[src/rtl/cpu_pkg.sv]
// Shared encodings for the multicycle controller: opcodes, FSM states,
// datapath select codes and the bundled control-word struct.
package cpu_pkg;

    localparam logic [2:0] OP_RTYPE = 3'b000;
    localparam logic [2:0] OP_ADDI  = 3'b001;
    localparam logic [2:0] OP_LW    = 3'b010;
    localparam logic [2:0] OP_SW    = 3'b011;
    localparam logic [2:0] OP_BEQ   = 3'b100;
    localparam logic [2:0] OP_J     = 3'b101;
    localparam logic [2:0] OP_JAL   = 3'b110;
    localparam logic [2:0] OP_HALT  = 3'b111;

    typedef enum logic [2:0] {
        S_FETCH  = 3'd0,
        S_DECODE = 3'd1,
        S_EXEC   = 3'd2,
        S_BRANCH = 3'd3,
        S_MEM    = 3'd4,
        S_MEMWB  = 3'd5,
        S_ALUWB  = 3'd6,
        S_HALT   = 3'd7
    } state_t;

    localparam logic [1:0] ALU_ADD   = 2'b00;
    localparam logic [1:0] ALU_SUB   = 2'b01;
    localparam logic [1:0] ALU_FUNCT = 2'b10;

    localparam logic [1:0] PC_ALU  = 2'b00;
    localparam logic [1:0] PC_BRT  = 2'b01;
    localparam logic [1:0] PC_JUMP = 2'b10;

    localparam logic [1:0] SRCB_RT  = 2'b00;
    localparam logic [1:0] SRCB_ONE = 2'b01;
    localparam logic [1:0] SRCB_IMM = 2'b10;
    localparam logic [1:0] SRCB_BRT = 2'b11;

    localparam logic [1:0] DST_RT = 2'b00;
    localparam logic [1:0] DST_RD = 2'b01;
    localparam logic [1:0] DST_R7 = 2'b10;

    localparam logic [1:0] WB_ALU = 2'b00;
    localparam logic [1:0] WB_MEM = 2'b01;
    localparam logic [1:0] WB_PC  = 2'b10;

    typedef struct packed {
        logic       mem_req;
        logic       mem_read;
        logic       mem_write;
        logic       i_or_d;
        logic       ir_write;
        logic       pc_write;
        logic [1:0] pc_src;
        logic       alu_src_a;
        logic [1:0] alu_src_b;
        logic [1:0] alu_op;
        logic [1:0] reg_dst;
        logic [1:0] mem_to_reg;
        logic       reg_write;
        logic       halted;
        logic       retire;
    } ctrl_t;

endpackage

[src/rtl/mem_wait_timer.sv]
// Counts stalled memory cycles, saturating at MAX; expired flags the
// cycle in which one more stall would exceed the tolerated wait.
module mem_wait_timer #(
    parameter int MAX = 15
) (
    input  logic clk,
    input  logic rst,
    input  logic clear,
    input  logic count_en,
    output logic expired
);
    localparam int W = (MAX < 1) ? 1 : $clog2(MAX + 1);

    logic [W-1:0] cnt_q, cnt_d;

    always_comb begin
        cnt_d = cnt_q;
        if (clear)
            cnt_d = '0;
        else if (count_en && cnt_q != W'(MAX))
            cnt_d = cnt_q + W'(1);
    end

    always_ff @(posedge clk) begin
        if (rst) cnt_q <= '0;
        else     cnt_q <= cnt_d;
    end

    assign expired = (cnt_q == W'(MAX));

endmodule

[src/rtl/multicycle_ctrl.sv]
// Multicycle CPU control FSM: sequences fetch/decode/execute/memory/
// write-back, with a memory-stall timeout that parks the core in HALT.
module multicycle_ctrl
    import cpu_pkg::*;
#(
    parameter int MEM_TIMEOUT = 15,
    parameter int OPC_W       = 3
) (
    input  logic             clk,
    input  logic             rst,
    input  logic [OPC_W-1:0] opcode,
    input  logic             zero,
    input  logic             mem_ready,
    output logic             mem_req,
    output logic             mem_read,
    output logic             mem_write,
    output logic             i_or_d,
    output logic             ir_write,
    output logic             pc_write,
    output logic [1:0]       pc_src,
    output logic             alu_src_a,
    output logic [1:0]       alu_src_b,
    output logic [1:0]       alu_op,
    output logic [1:0]       reg_dst,
    output logic [1:0]       mem_to_reg,
    output logic             reg_write,
    output logic [2:0]       state,
    output logic             halted,
    output logic             err,
    output logic             retire
);
    state_t           state_q, state_d;
    logic [OPC_W-1:0] opc_q, opc_d;
    logic             err_q, err_d;
    logic             expired;
    ctrl_t            ctl;
    logic [2:0]       op_now, op_lat;

    assign op_now = opcode[2:0];
    assign op_lat = opc_q[2:0];

    always_ff @(posedge clk) begin
        if (rst) begin
            state_q <= S_FETCH;
            opc_q   <= '0;
            err_q   <= 1'b0;
        end else begin
            state_q <= state_d;
            opc_q   <= opc_d;
            err_q   <= err_d;
        end
    end

    always_comb begin
        state_d = state_q;
        opc_d   = opc_q;
        err_d   = err_q;
        case (state_q)
            S_FETCH: begin
                if (mem_ready) state_d = S_DECODE;
                else if (expired) begin
                    state_d = S_HALT;
                    err_d   = 1'b1;
                end
            end
            S_DECODE: begin
                opc_d = opcode;
                case (op_now)
                    OP_RTYPE, OP_ADDI, OP_LW, OP_SW: state_d = S_EXEC;
                    OP_BEQ:                          state_d = S_BRANCH;
                    OP_J, OP_JAL:                    state_d = S_FETCH;
                    default:                         state_d = S_HALT;
                endcase
            end
            S_EXEC:   state_d = (op_lat == OP_LW || op_lat == OP_SW) ? S_MEM : S_ALUWB;
            S_BRANCH: state_d = S_FETCH;
            S_MEM: begin
                if (mem_ready) state_d = (op_lat == OP_LW) ? S_MEMWB : S_FETCH;
                else if (expired) begin
                    state_d = S_HALT;
                    err_d   = 1'b1;
                end
            end
            S_MEMWB:  state_d = S_FETCH;
            S_ALUWB:  state_d = S_FETCH;
            default:  state_d = S_HALT;
        endcase
    end

    // Only DECODE may look at the live opcode; later states use the latch.
    always_comb begin
        ctl = '0;
        case (state_q)
            S_FETCH: begin
                ctl.mem_req   = 1'b1;
                ctl.mem_read  = 1'b1;
                ctl.alu_src_b = SRCB_ONE;
                ctl.alu_op    = ALU_ADD;
                if (mem_ready) begin
                    ctl.ir_write = 1'b1;
                    ctl.pc_write = 1'b1;
                    ctl.pc_src   = PC_ALU;
                end
            end
            S_DECODE: begin
                ctl.alu_src_b = SRCB_BRT;
                if (op_now == OP_J || op_now == OP_JAL) begin
                    ctl.pc_write = 1'b1;
                    ctl.pc_src   = PC_JUMP;
                    ctl.retire   = 1'b1;
                end
                if (op_now == OP_JAL) begin
                    ctl.reg_write  = 1'b1;
                    ctl.reg_dst    = DST_R7;
                    ctl.mem_to_reg = WB_PC;
                end
            end
            S_EXEC: begin
                ctl.alu_src_a = 1'b1;
                if (op_lat == OP_RTYPE) begin
                    ctl.alu_src_b = SRCB_RT;
                    ctl.alu_op    = ALU_FUNCT;
                end else begin
                    ctl.alu_src_b = SRCB_IMM;
                    ctl.alu_op    = ALU_ADD;
                end
            end
            S_BRANCH: begin
                ctl.alu_src_a = 1'b1;
                ctl.alu_src_b = SRCB_RT;
                ctl.alu_op    = ALU_SUB;
                ctl.pc_src    = PC_BRT;
                ctl.pc_write  = zero;
                ctl.retire    = 1'b1;
            end
            S_MEM: begin
                ctl.mem_req   = 1'b1;
                ctl.i_or_d    = 1'b1;
                ctl.mem_read  = (op_lat == OP_LW);
                ctl.mem_write = (op_lat == OP_SW);
                ctl.retire    = mem_ready && (op_lat == OP_SW);
            end
            S_MEMWB: begin
                ctl.reg_write  = 1'b1;
                ctl.reg_dst    = DST_RT;
                ctl.mem_to_reg = WB_MEM;
                ctl.retire     = 1'b1;
            end
            S_ALUWB: begin
                ctl.reg_write  = 1'b1;
                ctl.mem_to_reg = WB_ALU;
                ctl.reg_dst    = (op_lat == OP_RTYPE) ? DST_RD : DST_RT;
                ctl.retire     = 1'b1;
            end
            default: ctl.halted = 1'b1;
        endcase
    end

    mem_wait_timer #(.MAX(MEM_TIMEOUT)) u_timer (
        .clk      (clk),
        .rst      (rst),
        .clear    (mem_ready || (state_d != state_q)),
        .count_en (ctl.mem_req && !mem_ready),
        .expired  (expired)
    );

    assign mem_req    = ctl.mem_req;
    assign mem_read   = ctl.mem_read;
    assign mem_write  = ctl.mem_write;
    assign i_or_d     = ctl.i_or_d;
    assign ir_write   = ctl.ir_write;
    assign pc_write   = ctl.pc_write;
    assign pc_src     = ctl.pc_src;
    assign alu_src_a  = ctl.alu_src_a;
    assign alu_src_b  = ctl.alu_src_b;
    assign alu_op     = ctl.alu_op;
    assign reg_dst    = ctl.reg_dst;
    assign mem_to_reg = ctl.mem_to_reg;
    assign reg_write  = ctl.reg_write;
    assign halted     = ctl.halted;
    assign retire     = ctl.retire;
    assign state      = state_q;
    assign err        = err_q;

endmodule
[config.mk]
export PLATFORM = sky130hd
export DESIGN_NAME = multicycle_ctrl
export DESIGN_NICKNAME = d
export VERILOG_FILES = /design/src/rtl/cpu_pkg.sv /design/src/rtl/mem_wait_timer.sv /design/src/rtl/multicycle_ctrl.sv
export SDC_FILE = /design/constraint.sdc
export NUM_CORES = 1
export LEC_CHECK = 0
export CELL_PAD_IN_SITES_DETAIL_PLACEMENT = 0
export CELL_PAD_IN_SITES_GLOBAL_PLACEMENT = 1
export CORE_MARGIN = 1.5
export CORE_UTILIZATION = 32
export CTS_BUF_LIST = sky130_fd_sc_hd__clkbuf_8
export DETAILED_ROUTE_END_ITERATION = 8
export PLACE_DENSITY_LB_ADDON = 0.1
export SYNTH_ARGS = -nofsm -noshare
export SYNTH_HDL_FRONTEND = slang
export SYNTH_HIERARCHICAL = 1
export SYNTH_SLANG_ARGS = --single-unit
[constraint.sdc]
create_clock -name clk -period 1.9 [get_ports clk]
set_input_delay 0.285 -clock clk [delete_from_list [all_inputs] [get_ports clk]]
set_output_delay 0.285 -clock clk [all_outputs]
set_load 0.1 [all_outputs]
# After elaboration in Yosys (flattened, before gate mapping)

Index checks and enable logic that the tools add are counted.

Register bits: 11
Input bits: 7
Output and inout port bits: 24
Word-level logic and storage cells: 64

Add/sub/neg operators: 1
Eq/ne operators: 17
Multiplexer cells: 23
Bitwise gates (word level): 1
Reduce and logical (&&, ||, !) cells: 18

Operator list:

| cell                                                                   | count |
|---|---|
| 3-bit by 2-bit equality test with 1-bit output (second input constant) | 6 |
| 3-bit equality test (second input constant)                            | 6 |
| 3-bit one-hot mux with 3 select lines                                  | 2 |
| 3-bit 2-to-1 mux                                                       | 5 |
| 3-bit one-hot mux with 5 select lines                                  | 1 |
| 5-bit one-hot mux with 3 select lines                                  | 1 |
| 3-bit zero test                                                        | 3 |
| 4-bit 2-to-1 mux                                                       | 2 |
| 2-bit one-hot mux with 2 select lines                                  | 2 |
| 2-bit OR reduction                                                     | 4 |
| 7-bit OR reduction                                                     | 1 |
| 3-bit by 1-bit equality test with 1-bit output (second input constant) | 2 |
| 2-bit one-hot mux with 3 select lines                                  | 1 |
| 1-bit 2-to-1 mux                                                       | 5 |
| 5-bit 2-to-1 mux                                                       | 1 |
| 4-bit by 1-bit adder with 4-bit output (second input constant)         | 1 |
| 4-bit equality test (second input constant)                            | 1 |
| 2-bit 2-to-1 mux                                                       | 2 |
| 4-bit != test (second input constant)                                  | 1 |
| 4-bit OR reduction                                                     | 1 |
| 1-bit logical AND                                                      | 3 |
| 1-bit logical OR                                                       | 3 |
| 3-bit != test                                                          | 1 |
| 1-bit one-hot mux with 3 select lines                                  | 1 |
| 4 further kinds                                                        | 4 |

# Depth between registers and ports, before layout

Depth in word-level cells: 7
Gate-level depth with buffers: 8

# Modules after synthesis

The synthesis kept the hierarchy.

By module, submodules not included:

| module          | times used | cells each | area each (µm²) | seq. area each (µm²) |
|---|---|---|---|---|
| multicycle_ctrl | 1          | 79         | 596.8           | 140.1 |
| mem_wait_timer  | 1          | 22         | 211.5           | 80.1 |

# Worst setup path before layout

Ideal clock, no wire load.

Path kind: reg-to-output
From: register state_q[0], in the netlist state[0]
To: output mem_read
Data arrival time: 4,628 ps
Data required time: 1,615 ps
Path slack: -3,013 ps
Stages on the path, launching flop included: 4
Path buffers: 1
Cells stage by stage: dfxtp_1 > clkbuf_1 > nor2_1 > a21boi_0

Longest elaborated chain between the ends: 2
Elaborated cells on any way between the ends: 3
Classes of those cells: eq/ne: 1; mux: 1; reduce/logical: 1

Ends and longest elaborated chain:

| what                                                   | RTL line              | text |
|---|---|---|
| start, declared                                        | multicycle_ctrl.sv:32 | `state_t state_q, state_d;` |
| start signal, assigned                                 | multicycle_ctrl.sv:48 | `state_q <= state_d;` |
| 3-bit equality test or 3-bit zero test (tied branches) | multicycle_ctrl.sv:93 | `case (state_q)` |
| 2-bit one-hot mux with 2 select lines *                | multicycle_ctrl.sv:93 |  |
| end, declared                                          | multicycle_ctrl.sv:15 | `output logic mem_read,` |

Mark *: on every way between the ends. The rest lies on a longest branch, timed or not.

# Worst setup path after layout

From: register opc_q[0], in the netlist op_lat[0]
To: output alu_op[1]

Longest elaborated chain between the ends: 3

Ends and longest elaborated chain:

| what                                  | RTL line               | text |
|---|---|---|
| start, declared                       | multicycle_ctrl.sv:33  | `logic [OPC_W-1:0] opc_q, opc_d;` |
| start signal, assigned                | multicycle_ctrl.sv:49  | `opc_q <= opc_d;` |
| 3-bit zero test                       | multicycle_ctrl.sv:120 | `if (op_lat == OP_RTYPE) begin` |
| 4-bit 2-to-1 mux                      | multicycle_ctrl.sv:120 |  |
| 2-bit one-hot mux with 2 select lines | multicycle_ctrl.sv:93  |  |
| end, declared                         | multicycle_ctrl.sv:23  | `output logic [1:0] alu_op,` |

Every way passes these cells.

==> reports/qor.yml <==
sta:
  setup_viol: 0
  timing_worst_slew_pin_value_ns: 0.4504
  slew_viol_final: 0
  final_tns_setup_ns: 0
  grt_setup_unrepaired: "yes"
  fin_skew_ns: 0.001806
  max-slew-margin-rel: 0.6950
  timing.fmax_mhz: 533.4
  layout_worst_path_cycle_share: 0.9866
  finalWorstPathRequiredPeriod_ns: 1.875
  hold_viol: 0
layout:
  n_fill_cell: 191
  layout-area-overhead-vs-synth_pct: 109.9
  design.final.nets: 149
  final_layout_size_suffix_gt1_frac: 0.5786
  fin_cells: 170
  antennaDiodeCount: 0
clock_tree:
  cts_made_buffers: 3
  clock-sinks: 11
  worst_setup_hold_path_clk_slew_ns: 0.05
  cts_htree_levels: 1
  cts_max_path_buffers: 2
  worst_skew_pair.late_latency_ns: 0.24
  cts-hold-fix-buffers: 0
  tritoncts_clock_tree: "done"
  clockRootBuffer: "sky130_fd_sc_hd__clkbuf_8"
run_status:
  result_of_the_run: "complete, no violations"
pwr:
  ir_worst_vdd_mv: 0.6553
  p_per_area_nw_per_um2: 899.8
  combinationalPowerShare: 0.642
  internal_power_uw: 768.2
  clock_power_share: 0.149
  leakage_nw: 0.6556
  power.sequential.fraction: 0.209
  switching_share: 0.4969
  power.net_switching_uw: 758.5
grt:
  grt_first_pass_wirelength_um: 3912
  grt_antenna_before_repair: 0
  globalRouteTotalUtil: 0.1827
  number_of_global_route_vias_before_repair: 831
  largest_net_degree_at_the_start_of_global_routing: 18
  grt_overflow: 0
die:
  core_area_um2: 2432
  floorplan.io_pins: 31
  die_height_um: 53.26
  dieWidth_um: 53.26
  num_rows: 18
  die_area_um2: 2836
  initial_utilization: 0.3323
worst_setup_path:
  timing.critical_path.fanout_max: 5
  crit_buf_inv: 1
  timing.setup.critical_path_class: "flip-flop to output port"
  timing.critical_path.cells: "or4_4 -> nor3b_4 -> buf_12"
  end_kind: "output port"
  worst-endpoint-required_ns: 1.62
  top_delay_family_on_crit_path: "simple AND/OR/NAND/NOR gates"
  critical-path-max-stage-delay_ns: 0.55
  cp-start-kind: "flip-flop"
  cpMaxStageDelayCell: "sky130_fd_sc_hd__or4_4"
  worstPathArrival_ns: 1.59
route:
  detailroute.via_count: 935
  drt-wirelength-per-cell_um: 13.28
  detailedRoute.firstPassIterationCount: 4
  ant_nets: 0
  post_drt_via_cell_ratio: 5.500
  initialDrtViolationCount: 13
  route.final.wire_length_um: 2257
  drc_errors: 0
placement:
  io_buffer_count: 30
  placed_cells_incl_taps: 163
  gp_congestion: 0.7752
  place_hpwl_um: 1746
synth:
  number_of_flops_mapped_to_enable_cells_by_yosys: 0
  fraction_of_synthesis_flops_using_an_asynchronous_set_or_reset_pin: 0
  post_synth_num_cell_types: 47
  yosys_register_bits: 11
  synthesis.yosys.warnings: 6
  postSynthAreaPerCell_um2: 8.003
  yosys_most_used_dff: "sky130_fd_sc_hd__dfxtp_1"
  syn-num-nets: 109
  netlist_instances: 101
  syn_area_um2: 808.3
  ys_seq_area_frac: 0.2724
worst_hold_path:
  worst_hold_path_type: "flip-flop to flip-flop"
flow_run:
  timing.max_cap.violations: 0
final cells by class:
| type | instances | area (um2) | share of cell area |
|---|---|---|---|
| Clock buffer | 3 | 41.29 | 0.02434 |
| Clock inverter | 1 | 3.754 | 0.002212 |
| Inverter | 6 | 33.78 | 0.01991 |
| Multi-Input combinational cell | 78 | 729.5 | 0.4299 |
| Sequential cell | 11 | 237.7 | 0.1401 |
| Tap cell | 30 | 37.54 | 0.02212 |
| Timing Repair Buffer | 41 | 613.1 | 0.3614 |
metrics by stage:
stage / hold WS [ns] / util / setup WS [ns] / cell area (um2) / total power [mW]
finish: 0.4794 / 0.6975 / 0.02538 / 1697 / 1.527
global route: 0.5112 / 0.6975 / -0.009839 / 1697 / 1.589
CTS: 0.4816 / 0.6852 / 0.007310 / 1667 / 1.531
detailed placement: 0.4664 / 0.6631 / -0.07412 / 1613 / 1.291
global placement: 0.4566 / 0.6631 / -0.04936 / 1613 / 1.283
floorplan: 0.3420 / - / -0.2965 / 1080 / 1.000
placed cells by master (no fill, tap or decap), types with 4 or more instances in the layout:
master	instances
sky130_fd_sc_hd__nor2_4	6
sky130_fd_sc_hd__clkdlybuf4s50_1	5
sky130_fd_sc_hd__dfxtp_1	5
sky130_fd_sc_hd__buf_4	12
sky130_fd_sc_hd__dfxtp_4	4
sky130_fd_sc_hd__nor2_1	5
sky130_fd_sc_hd__buf_12	23
sky130_fd_sc_hd__inv_1	4
cells by family (layout without fill, tap and decap cells):
logic type	count (synthesis)	after routing	synth area share
AOI/OAI and AO/OA	26	26	0.2539
xor gates and xnor gates	2	2	0.02168
adders and majority gates	1	1	0.01548
buffers and inverters	12	51	0.06191
DFF	11	11	0.2724
muxes	3	3	0.03715
and+or+nand+nor	46	46	0.3375
worst reg2reg max path, stage by stage (launching register included):
cell and delay (ns):
sky130_fd_sc_hd__dfxtp_1 0.33, sky130_fd_sc_hd__ha_1 0.24, sky130_fd_sc_hd__nand3_2 0.11, sky130_fd_sc_hd__inv_2 0.09, sky130_fd_sc_hd__nor3_1 0.28, sky130_fd_sc_hd__o21bai_4 0.13, sky130_fd_sc_hd__nor2_4 0.14, sky130_fd_sc_hd__o211ai_2 0.10
sky130_fd_sc_hd__o41ai_2 0.05
power by group through the flow:
stage	sequential (mW)	combinational (mW)	clock [mW]
2_1_floorplan	0.335	0.664	0
3_5_place_dp	0.322	0.969	0
4_1_cts	0.318	0.972	0.241
3_3_place_gp	0.320	0.963	0
6_report	0.318	0.980	0.228
5_1_grt	0.325	1.02	0.248
sequential cells by signal, summed over array words and instances (netlist names):
name / flops
op_lat: 3
err: 1
u_timer/cnt_q: 4
state: 3
synth_stat cells, types with 2 or more instances:
master / number / area share
sky130_fd_sc_hd__clkbuf_1: 3 / 0.014
sky130_fd_sc_hd__nand4b_1: 2 / 0.022
sky130_fd_sc_hd__and3_1: 3 / 0.023
sky130_fd_sc_hd__a21oi_1: 5 / 0.031
sky130_fd_sc_hd__nand4_1: 3 / 0.023
sky130_fd_sc_hd__mux2i_1: 3 / 0.037
sky130_fd_sc_hd__dfxtp_1: 11 / 0.27
sky130_fd_sc_hd__inv_1: 5 / 0.023
sky130_fd_sc_hd__o21ai_1: 3 / 0.019
sky130_fd_sc_hd__nand2_1: 4 / 0.019
sky130_fd_sc_hd__xnor2_1: 2 / 0.022
sky130_fd_sc_hd__nor3_1: 3 / 0.019
sky130_fd_sc_hd__nor2_1: 11 / 0.051
sky130_fd_sc_hd__nor3b_2: 2 / 0.031
sky130_fd_sc_hd__o211ai_1: 2 / 0.019
sky130_fd_sc_hd__nand3_1: 4 / 0.025
sky130_fd_sc_hd__a31oi_1: 2 / 0.015
sky130_fd_sc_hd__nor2b_1: 2 / 0.015
sky130_fd_sc_hd__and2_1: 3 / 0.023
layer usage:
metal	global-route usage	vias to the layer above	wire [um]
li1	-	457	-
met1	0.2577	453	994
met2	0.2819	23	1137
met3	0.04237	2	108
met4	0.03419	0	16
met5	0	-	0
final timing paths:
check | startpoint | to | slack (ns) | cells after the start
setup reg to reg | u_timer/cnt_q[0]$_SDFFE_PP0P_ | u_timer/cnt_q[3]$_SDFFE_PP0P_ | 0.34 | 8
hold reg to reg | err$_SDFFE_PP0P_ | err$_SDFFE_PP0P_ | 0.48 | 2
setup / recovery | op_lat[0]$_SDFFE_PP0P_ | alu_op[1] | 0.03 | 3
hold / removal | err$_SDFFE_PP0P_ | err$_SDFFE_PP0P_ | 0.48 | 2
timing repair:
item | 4_1_cts | 5_1_grt
setup endpoints to repair | 4 | 5
pin swaps | 2 | 3
buffers inserted | 1 | 2
gates resized for setup | 1 | 6
(Power assumes the default switching activity.)
